==> config.mk <==
export PLATFORM = sky130hd
export DESIGN_NAME = morra_cinese
export DESIGN_NICKNAME = d
export VERILOG_FILES = /design/src/rtl/morra_cinese.sv
export SDC_FILE = /design/constraint.sdc
export NUM_CORES = 1
export LEC_CHECK = 0
export ABC_AREA = 0
export ABC_CLOCK_PERIOD_IN_PS = 3300
export BUFFER_PORTS_ARGS = -buffer_cell sky130_fd_sc_hd__buf_2
export CAP_MARGIN = 20
export CORE_MARGIN = 4
export CORE_UTILIZATION = 30
export DETAILED_ROUTE_END_ITERATION = 6
export PLACE_DENSITY_LB_ADDON = 0.12
export SETUP_SLACK_MARGIN = 0.02
export SLEW_MARGIN = 20
export SYNTH_ARGS = -nofsm -noshare
export SYNTH_HDL_FRONTEND = slang
export SYNTH_SLANG_ARGS = --single-unit
==> constraint.sdc <==
create_clock -name clk -period 3.3 [get_ports clk]
set_input_delay 0.66 -clock clk [delete_from_list [all_inputs] [get_ports clk]]
set_output_delay 0.66 -clock clk [all_outputs]
set_load 0.03 [all_outputs]
==> src/rtl/morra_cinese.sv <==
// Rock-paper-scissors referee: per-round verdict and match verdict,
// both combinational from the current state and the current moves.
module morra_cinese (
    input  logic       clk,
    input  logic       rst_n,
    input  logic       INIZIA,
    input  logic [1:0] PRIMO,
    input  logic [1:0] SECONDO,
    output logic [1:0] MANCHE,
    output logic [1:0] PARTITA
);

    typedef enum logic [1:0] {
        IDLE    = 2'd0,
        PLAYING = 2'd1,
        ENDED   = 2'd2
    } phase_t;

    typedef enum logic [1:0] {
        W_NONE = 2'd0,
        W_P1   = 2'd1,
        W_P2   = 2'd2
    } winner_t;

    localparam logic [1:0] NONE_MV  = 2'b00;
    localparam logic [1:0] ROCK     = 2'b01;
    localparam logic [1:0] PAPER    = 2'b10;
    localparam logic [1:0] SCISSORS = 2'b11;

    phase_t             phase, phase_nx;
    winner_t            last_winner, last_winner_nx;
    logic [1:0]         last_move, last_move_nx;
    logic [4:0]         max_rounds, max_rounds_nx;
    logic [4:0]         played, played_nx;
    logic signed [5:0]  diff, diff_nx;

    logic               blocked;
    logic               valid;
    logic               p1_beats;
    logic               draw;
    logic [1:0]         round_res;
    logic [4:0]         played_inc;
    logic signed [5:0]  diff_new;
    logic               lead_end;
    logic [1:0]         match_res;

    // State register
    always_ff @(posedge clk or negedge rst_n) begin
        if (!rst_n) begin
            phase       <= IDLE;
            last_winner <= W_NONE;
            last_move   <= NONE_MV;
            max_rounds  <= '0;
            played      <= '0;
            diff        <= '0;
        end else begin
            phase       <= phase_nx;
            last_winner <= last_winner_nx;
            last_move   <= last_move_nx;
            max_rounds  <= max_rounds_nx;
            played      <= played_nx;
            diff        <= diff_nx;
        end
    end

    // The previous winner may not repeat the move that won last time
    always_comb begin
        blocked = 1'b0;
        unique case (1'b1)
            last_winner == W_P1: blocked = (PRIMO == last_move);
            last_winner == W_P2: blocked = (SECONDO == last_move);
            default:             blocked = 1'b0;
        endcase
    end

    assign valid = (phase == PLAYING) && !INIZIA &&
                   (PRIMO != NONE_MV) && (SECONDO != NONE_MV) &&
                   !blocked;

    assign draw     = (PRIMO == SECONDO);
    assign p1_beats = ((PRIMO == ROCK)     && (SECONDO == SCISSORS)) ||
                      ((PRIMO == PAPER)    && (SECONDO == ROCK))     ||
                      ((PRIMO == SCISSORS) && (SECONDO == PAPER));

    always_comb begin
        round_res = 2'b00;
        diff_new  = diff;
        unique case (1'b1)
            draw: begin
                round_res = 2'b11;
                diff_new  = diff;
            end
            p1_beats: begin
                round_res = 2'b01;
                diff_new  = diff + 6'sd1;
            end
            default: begin
                round_res = 2'b10;
                diff_new  = diff - 6'sd1;
            end
        endcase
    end

    assign played_inc = played + 5'd1;
    assign lead_end   = (played_inc >= 5'd4) &&
                        ((diff_new >= 6'sd2) || (diff_new <= -6'sd2));

    always_comb begin
        match_res = 2'b00;
        if (lead_end) begin
            match_res = (diff_new > 6'sd0) ? 2'b01 : 2'b10;
        end else if (played_inc == max_rounds) begin
            if (diff_new > 6'sd0)
                match_res = 2'b01;
            else if (diff_new < 6'sd0)
                match_res = 2'b10;
            else
                match_res = 2'b11;
        end
    end

    // Next-state logic
    always_comb begin
        phase_nx       = phase;
        last_winner_nx = last_winner;
        last_move_nx   = last_move;
        max_rounds_nx  = max_rounds;
        played_nx      = played;
        diff_nx        = diff;
        if (INIZIA) begin
            max_rounds_nx  = {1'b0, PRIMO, SECONDO} + 5'd4;
            played_nx      = '0;
            diff_nx        = '0;
            last_winner_nx = W_NONE;
            phase_nx       = PLAYING;
        end else if (valid) begin
            played_nx = played_inc;
            diff_nx   = diff_new;
            unique case (1'b1)
                draw: begin
                    last_winner_nx = W_NONE;
                end
                p1_beats: begin
                    last_winner_nx = W_P1;
                    last_move_nx   = PRIMO;
                end
                default: begin
                    last_winner_nx = W_P2;
                    last_move_nx   = SECONDO;
                end
            endcase
            if (match_res != 2'b00)
                phase_nx = ENDED;
        end
    end

    // Mealy outputs
    always_comb begin
        MANCHE  = 2'b00;
        PARTITA = 2'b00;
        if (valid) begin
            MANCHE  = round_res;
            PARTITA = match_res;
        end
    end

endmodule

; ---- Word level (Yosys, flattened, before mapping)
; Index checks and enable logic that the tools add are counted.
[totals]
inputBits = 7
elab_cells = 71
out_inout_bits = 4
ff_bits = 22
[classes]
n_mux = 21
magnitude_cmp = 5
add_sub_neg = 4
reduce_logical = 20
n_eq_ne = 13
bitwise = 2
[op_table]
columns = op, count
row1 = two-way mux 2 bit, 11
row2 = two-way mux 6 bit, 2
row3 = one-hot mux 2 bit (2 select lines), 3
row4 = one-hot mux 6 bit (2 select lines), 1
row5 = equality test 2 bit (second input constant), 5
row6 = two-way mux 5 bit, 2
row7 = nonzero test 2 bit, 5
row8 = equality test 2 x 1 -> 1 bit (second input constant), 4
row9 = logical AND 1 bit, 8
row10 = adder 6 x 2 -> 6 bit (second input constant), 1
row11 = equality test 2 bit, 3
row12 = >= comparator 6 x 3 -> 1 bit (second input constant), 1
row13 = > comparator 6 x 1 -> 1 bit (second input constant), 1
row14 = less-or-equal comparator 6 x 2 -> 1 bit (second input constant), 1
row15 = less-than comparator 6 x 1 -> 1 bit (second input constant), 1
row16 = subtractor 6 x 2 -> 6 bit (second input constant), 1
row17 = adder 4 x 3 -> 5 bit (second input constant), 1
row18 = adder 5 x 1 -> 5 bit (second input constant), 1
row19 = equality test 5 bit, 1
row20 = >= comparator 5 x 3 -> 1 bit (second input constant), 1
row21 = logical OR 1 bit, 3
row22 = AND reduction 3 bit, 1
row23 = logical NOT 1 bit, 2
row24 = NOT 1 bit, 2
row25 = 3 further kinds, 3

; ---- Depth between registers and ports, before layout
[logic_depth]
ltp_word = 14
ltp_mapped = 13
ltp_nobuf = 12

; ---- Least setup slack after synthesis
; No wires, ideal clock.
[synth_timing]
kind = in2out
start = in PRIMO[0]
end = out PARTITA[0]
stages = 12
path_buffers = 1
required_ns = 2.640
setup_slack_ns = -0.810
t_arrival_ns = 3.450
path_cell_list = inv_1 -> ha_1 -> a21oi_1 -> a21oi_2 -> inv_2 -> ha_1 -> a21o_1 -> and4_1 -> or3_1 -> buf_2 -> and4_2 -> nor4_1
[synth_between]
elab_chain_cells = 11
[synth_rtl]
columns = element, line
row1 = from (decl), 7  ; input logic [1:0] PRIMO,
row2 = equality test 2 x 1 -> 1 bit or equality test 2 bit (tied branches), "81, 82"
row3 = logical AND 1 bit (on tied branches), "81, 82"
row4 = logical OR 1 bit, 81  ; assign p1_beats = ((PRIMO == ROCK) && (SECONDO == SCISSORS)) ||
row5 = logical OR 1 bit, 82  ; ((PRIMO == PAPER) && (SECONDO == ROCK)) ||
row6 = one-hot mux 6 bit (2 select lines), 88  ; unique case (1'b1)
row7 = less-than comparator 6 x 1 -> 1 bit, 115  ; else if (diff_new < 6'sd0)
row8 = two-way mux 1 bit, 115
row9 = two-way mux 2 bit, 113  ; if (diff_new > 6'sd0)
row10 = two-way mux 2 bit, 112  ; end else if (played_inc == max_rounds) begin
row11 = two-way mux 2 bit, 110  ; if (lead_end) begin
row12 = two-way mux 2 bit (*), 161  ; if (valid) begin
row13 = to (decl), 10  ; output logic [1:0] PARTITA
; Mark *: on every way between the ends. The rest lies on a longest branch, timed or not.

; ---- Worst setup path after layout
[layout_timing]
start = in PRIMO[1]
end = out PARTITA[1]
[layout_between]
elab_chain_cells = 10
[layout_rtl]
columns = element, line
row1 = equality test 2 x 1 -> 1 bit or equality test 2 bit (tied branches), "81, 82"
row2 = logical AND 1 bit (on tied branches), "81, 82"
row3 = logical OR 1 bit, 81
row4 = logical OR 1 bit, 82
row5 = one-hot mux 6 bit (2 select lines), 88
row6 = > comparator 6 x 1 -> 1 bit (tied with other cells), "111, 113"
row7 = two-way mux 2 bit or logical OR 1 bit (tied branches), "113, 106"
row8 = two-way mux 2 bit or logical AND 1 bit (tied branches), "112, 105"
row9 = two-way mux 2 bit, 110
row10 = two-way mux 2 bit (*), 161
; Marks and branches as above.

==> impl_metrics.tcl <==
set metrics [dict create \
    status "complete, but fails checks" \
    violations "setup timing" \
    crit_slowest_cell "fa_2" \
    p_seq_share_pct 27.8 \
    cts-htree-levels 1 \
    synthMuxAreaShare_pct 6.79 \
    grt_max_degree 23 \
    first_pass_iters 4 \
    core_area_um2 5110 \
    max_freq_mhz 275 \
    place_congestion 0.783 \
    drt_iter0_drc 107 \
    relSlewSlack_pct 61.4 \
    synth-compound-area-share_pct 21.3 \
    n_antenna_cell 0 \
    grtUsageTotal_pct 14.4 \
    grt-ovfl-total 0 \
    synth_xor_area_share_pct 7.19 \
    crit_top_cell "a21oi_2" \
    hpwlAfterDp_um 3220 \
    ios 11 \
    p_per_area_nw_per_um2 670 \
    end_kind "output port" \
    p_sw_mw 0.597 \
    num_rows 26 \
    synth_area_um2 1580 \
    yosysTopAreaCellShare_pct 34.8 \
    yosysUniqueCellTypes 46 \
    antenna_found_initial 0 \
    numCtsBuffers 3 \
    vias_per_cell 5.17 \
    io_buffers 10 \
    die_area_um2 6510 \
    synthSimpleGateAreaFrac_pct 16.2 \
    synth.net_count 189 \
    finClkSkew_ns 0.00413 \
    syn_avg_cell_area_um2 9.32 \
    ys.flop_type "dfrtp_1" \
    internal-power_mw 0.911 \
    setup_viol 2 \
    synthToLayoutAreaGrowth_pct 42.2 \
    insertion_delay_ns 0.27 \
    initial_core_util_pct 31.0 \
    finalWorstSetupSlack_ns -0.341 \
    cp.required_ns 2.64 \
    clock-sinks 22 \
    cp.arrival_ns 2.98 \
    ys_ff_latch 22 \
    seq_area_frac_synth_pct 34.8 \
    path_cells "buf_12 > inv_6 > ha_4 > mux2i_2 > a21oi_2 > inv_4 > fa_2 > a21o_1 > a21oi_2 > xor2_2 > or3_4 > a31oi_4 > o22ai_4 > buf_6" \
    synth_top_family_by_area "compound AO/OA/AOI/OAI gates" \
    combPwrFrac_pct 55.2 \
    max_slew.worst_pin.slew_ns 0.575 \
    hold_ws_ns 0.367 \
    path_class "in2out" \
    synth_commonest_cells "22 x dfrtp_1, 15 x o21ai_0, 14 x nand2_1, 11 x ha_1, 9 x a21oi_1" \
    synthCells 170 \
    max-clock-path-buffers 2 \
    drive_gt1_share_pct 39.7 \
    grt_pass1_wl_um 7320 \
    async_flop_share_pct 100 \
    slew_violations 0 \
    clkPwrFrac_pct 17.0 \
    fin_nets 229 \
    vias 1442 \
    seqCellArea_um2 551 \
    slowest_delay_ns 0.39 \
    dieHeight_um 80.7 \
    cp_max_fo 7 \
    cap_violations 0 \
    dieWidth_um 80.7 \
    cts_root_buffer "clkbuf_8" \
    hold_path.class "in2async" \
    yosysWarnings 0 \
    ant_nets 0 \
    power_mw 1.51 \
    start_kind "input port" \
    rsz0062_at_grt "yes" \
    netSwitchingFraction_pct 39.6 \
    path_clk_slew_ns 0.09 \
    yosys.area.top_type "dfrtp_1" \
    synth_most_common_cell "dfrtp_1" \
    synth_edf_count 0 \
    multi_input_area_um2 1190 \
    post-route-period-util_pct 110 \
    wire_per_inst_um 15.5 \
    grt_pass1_vias 1451 \
    nFillCells 501 \
    leakagePower_nw 0.929 \
    peakVddDrop_uv 297 \
    finalWirelength_um 4320 \
    post-route-min-period_ns 3.64 \
    synth_top_cells_by_area "dfrtp_1 35%, ha_1 8.7%, o21ai_0 4.7%" \
    cts_tree "yes" \
    hold_viol 0 \
    drc_errors 0 \
    yosys.area_share.adder_pct 9.95 \
]
cells by family after synthesis:
logic type / count (synthesis)
AOI/OAI and AO/OA: 52
and+or+nand+nor: 48
DFF: 22
xor gates and xnor gates: 13
buffers and inverters: 13
adders and majority gates: 12
muxes: 10
repair_timing:
item,in CTS,in global routing
gates resized for setup,22,5
buffers inserted,4,2
hold buffers,0,0
setup endpoints to repair,2,3
pin swaps,13,7
endpoints found under the hold margin,0,0
final timing paths:
check / from / slack (ns) / cells past startpoint / end
worst max register to register: diff[0]$_DFFE_PN0P_ / 0.88 / 9 / phase[0]$_DFFE_PN0P_
worst min-delay path: rst_n / 0.37 / 1 / played[0]$_DFFE_PN0P_
max in group asynchronous: rst_n / 2.57 / 1 / diff[2]$_DFFE_PN0P_
worst min register to register: diff[5]$_DFFE_PN0P_ / 0.49 / 1 / diff[5]$_DFFE_PN0P_
worst max-delay path: PRIMO[1] / -0.34 / 14 / PARTITA[1]
min in group clk: diff[5]$_DFFE_PN0P_ / 0.49 / 1 / diff[5]$_DFFE_PN0P_
through the flow:
step / setup WS (ns) / utilization [%] / instances / cell area, um2 / TNS (ns)
after detailed placement: -0.581 / 39.1 / 269 / 2000 / -1.17
after global routing: -0.477 / 44.1 / 279 / 2250 / -0.945
final: -0.341 / 44.1 / 279 / 2250 / -0.672
after global placement: -0.508 / 39.1 / 269 / 2000 / -0.981
after floorplan: -0.288 / - / 170 / 1710 / -0.380
after CTS: -0.362 / 43.1 / 277 / 2200 / -0.698
routing by layer:
| metal | track usage [%] | up-vias | wire, um |
|---|---|---|---|
| met5 | 0 | - | 0 |
| met4 | 2.53 | 0 | 33 |
| met3 | 2.35 | 5 | 151 |
| met2 | 22.1 | 33 | 1950 |
| met1 | 21.2 | 698 | 2190 |
| li1 | - | 706 | - |
cell type report:
type / count / area share, %
repair buffers: 42 / 14.4
well taps: 70 / 3.89
multi-input cells: 135 / 52.7
inverters: 6 / 1.44
clock inverters: 1 / 1.33
clock buffers: 3 / 1.83
flip-flops and latches: 22 / 24.4
registers in the layout, summed over array words and instances, names as in the netlist:
register and cells:
diff 6, last_move 2, last_winner 2, max_rounds 5
phase 2, played 5
power by group through the flow:
stage	Combinational [mW]	Clock, mW	Sequential [mW]
floorplan	0.481	0	0.391
global placement	0.707	0	0.410
detailed placement	0.711	0	0.414
CTS	0.792	0.267	0.408
global route	0.915	0.283	0.428
finish	0.833	0.256	0.419
critical path, delay by kind of cell:
family,cells,cell delay (ns)
buffers and inverters,4,0.42
multiplexers,1,0.07
AND/OR/NAND/NOR,1,0.35
adder cells (fa/ha/maj),2,0.51
XOR/XNOR,1,0.11
AO/OA/AOI/OAI,5,0.87
cells in the final DEF (no fill, tap or decap), drive strengths merged, types with 2 or more instances in the layout:
master / instances
a21o: 4
a21oi: 10
a22o: 2
a31oi: 6
and2: 2
and4: 3
buf: 42
clkbuf: 3
dfrtp: 22
ha: 11
inv: 6
mux2: 6
mux2i: 4
nand2: 14
nand2b: 2
nand3: 8
nor2: 4
nor3: 3
nor4: 4
o21ai: 15
o22ai: 2
o31ai: 3
or3: 3
xnor2: 8
xor2: 5
(Power assumes the default switching activity.)
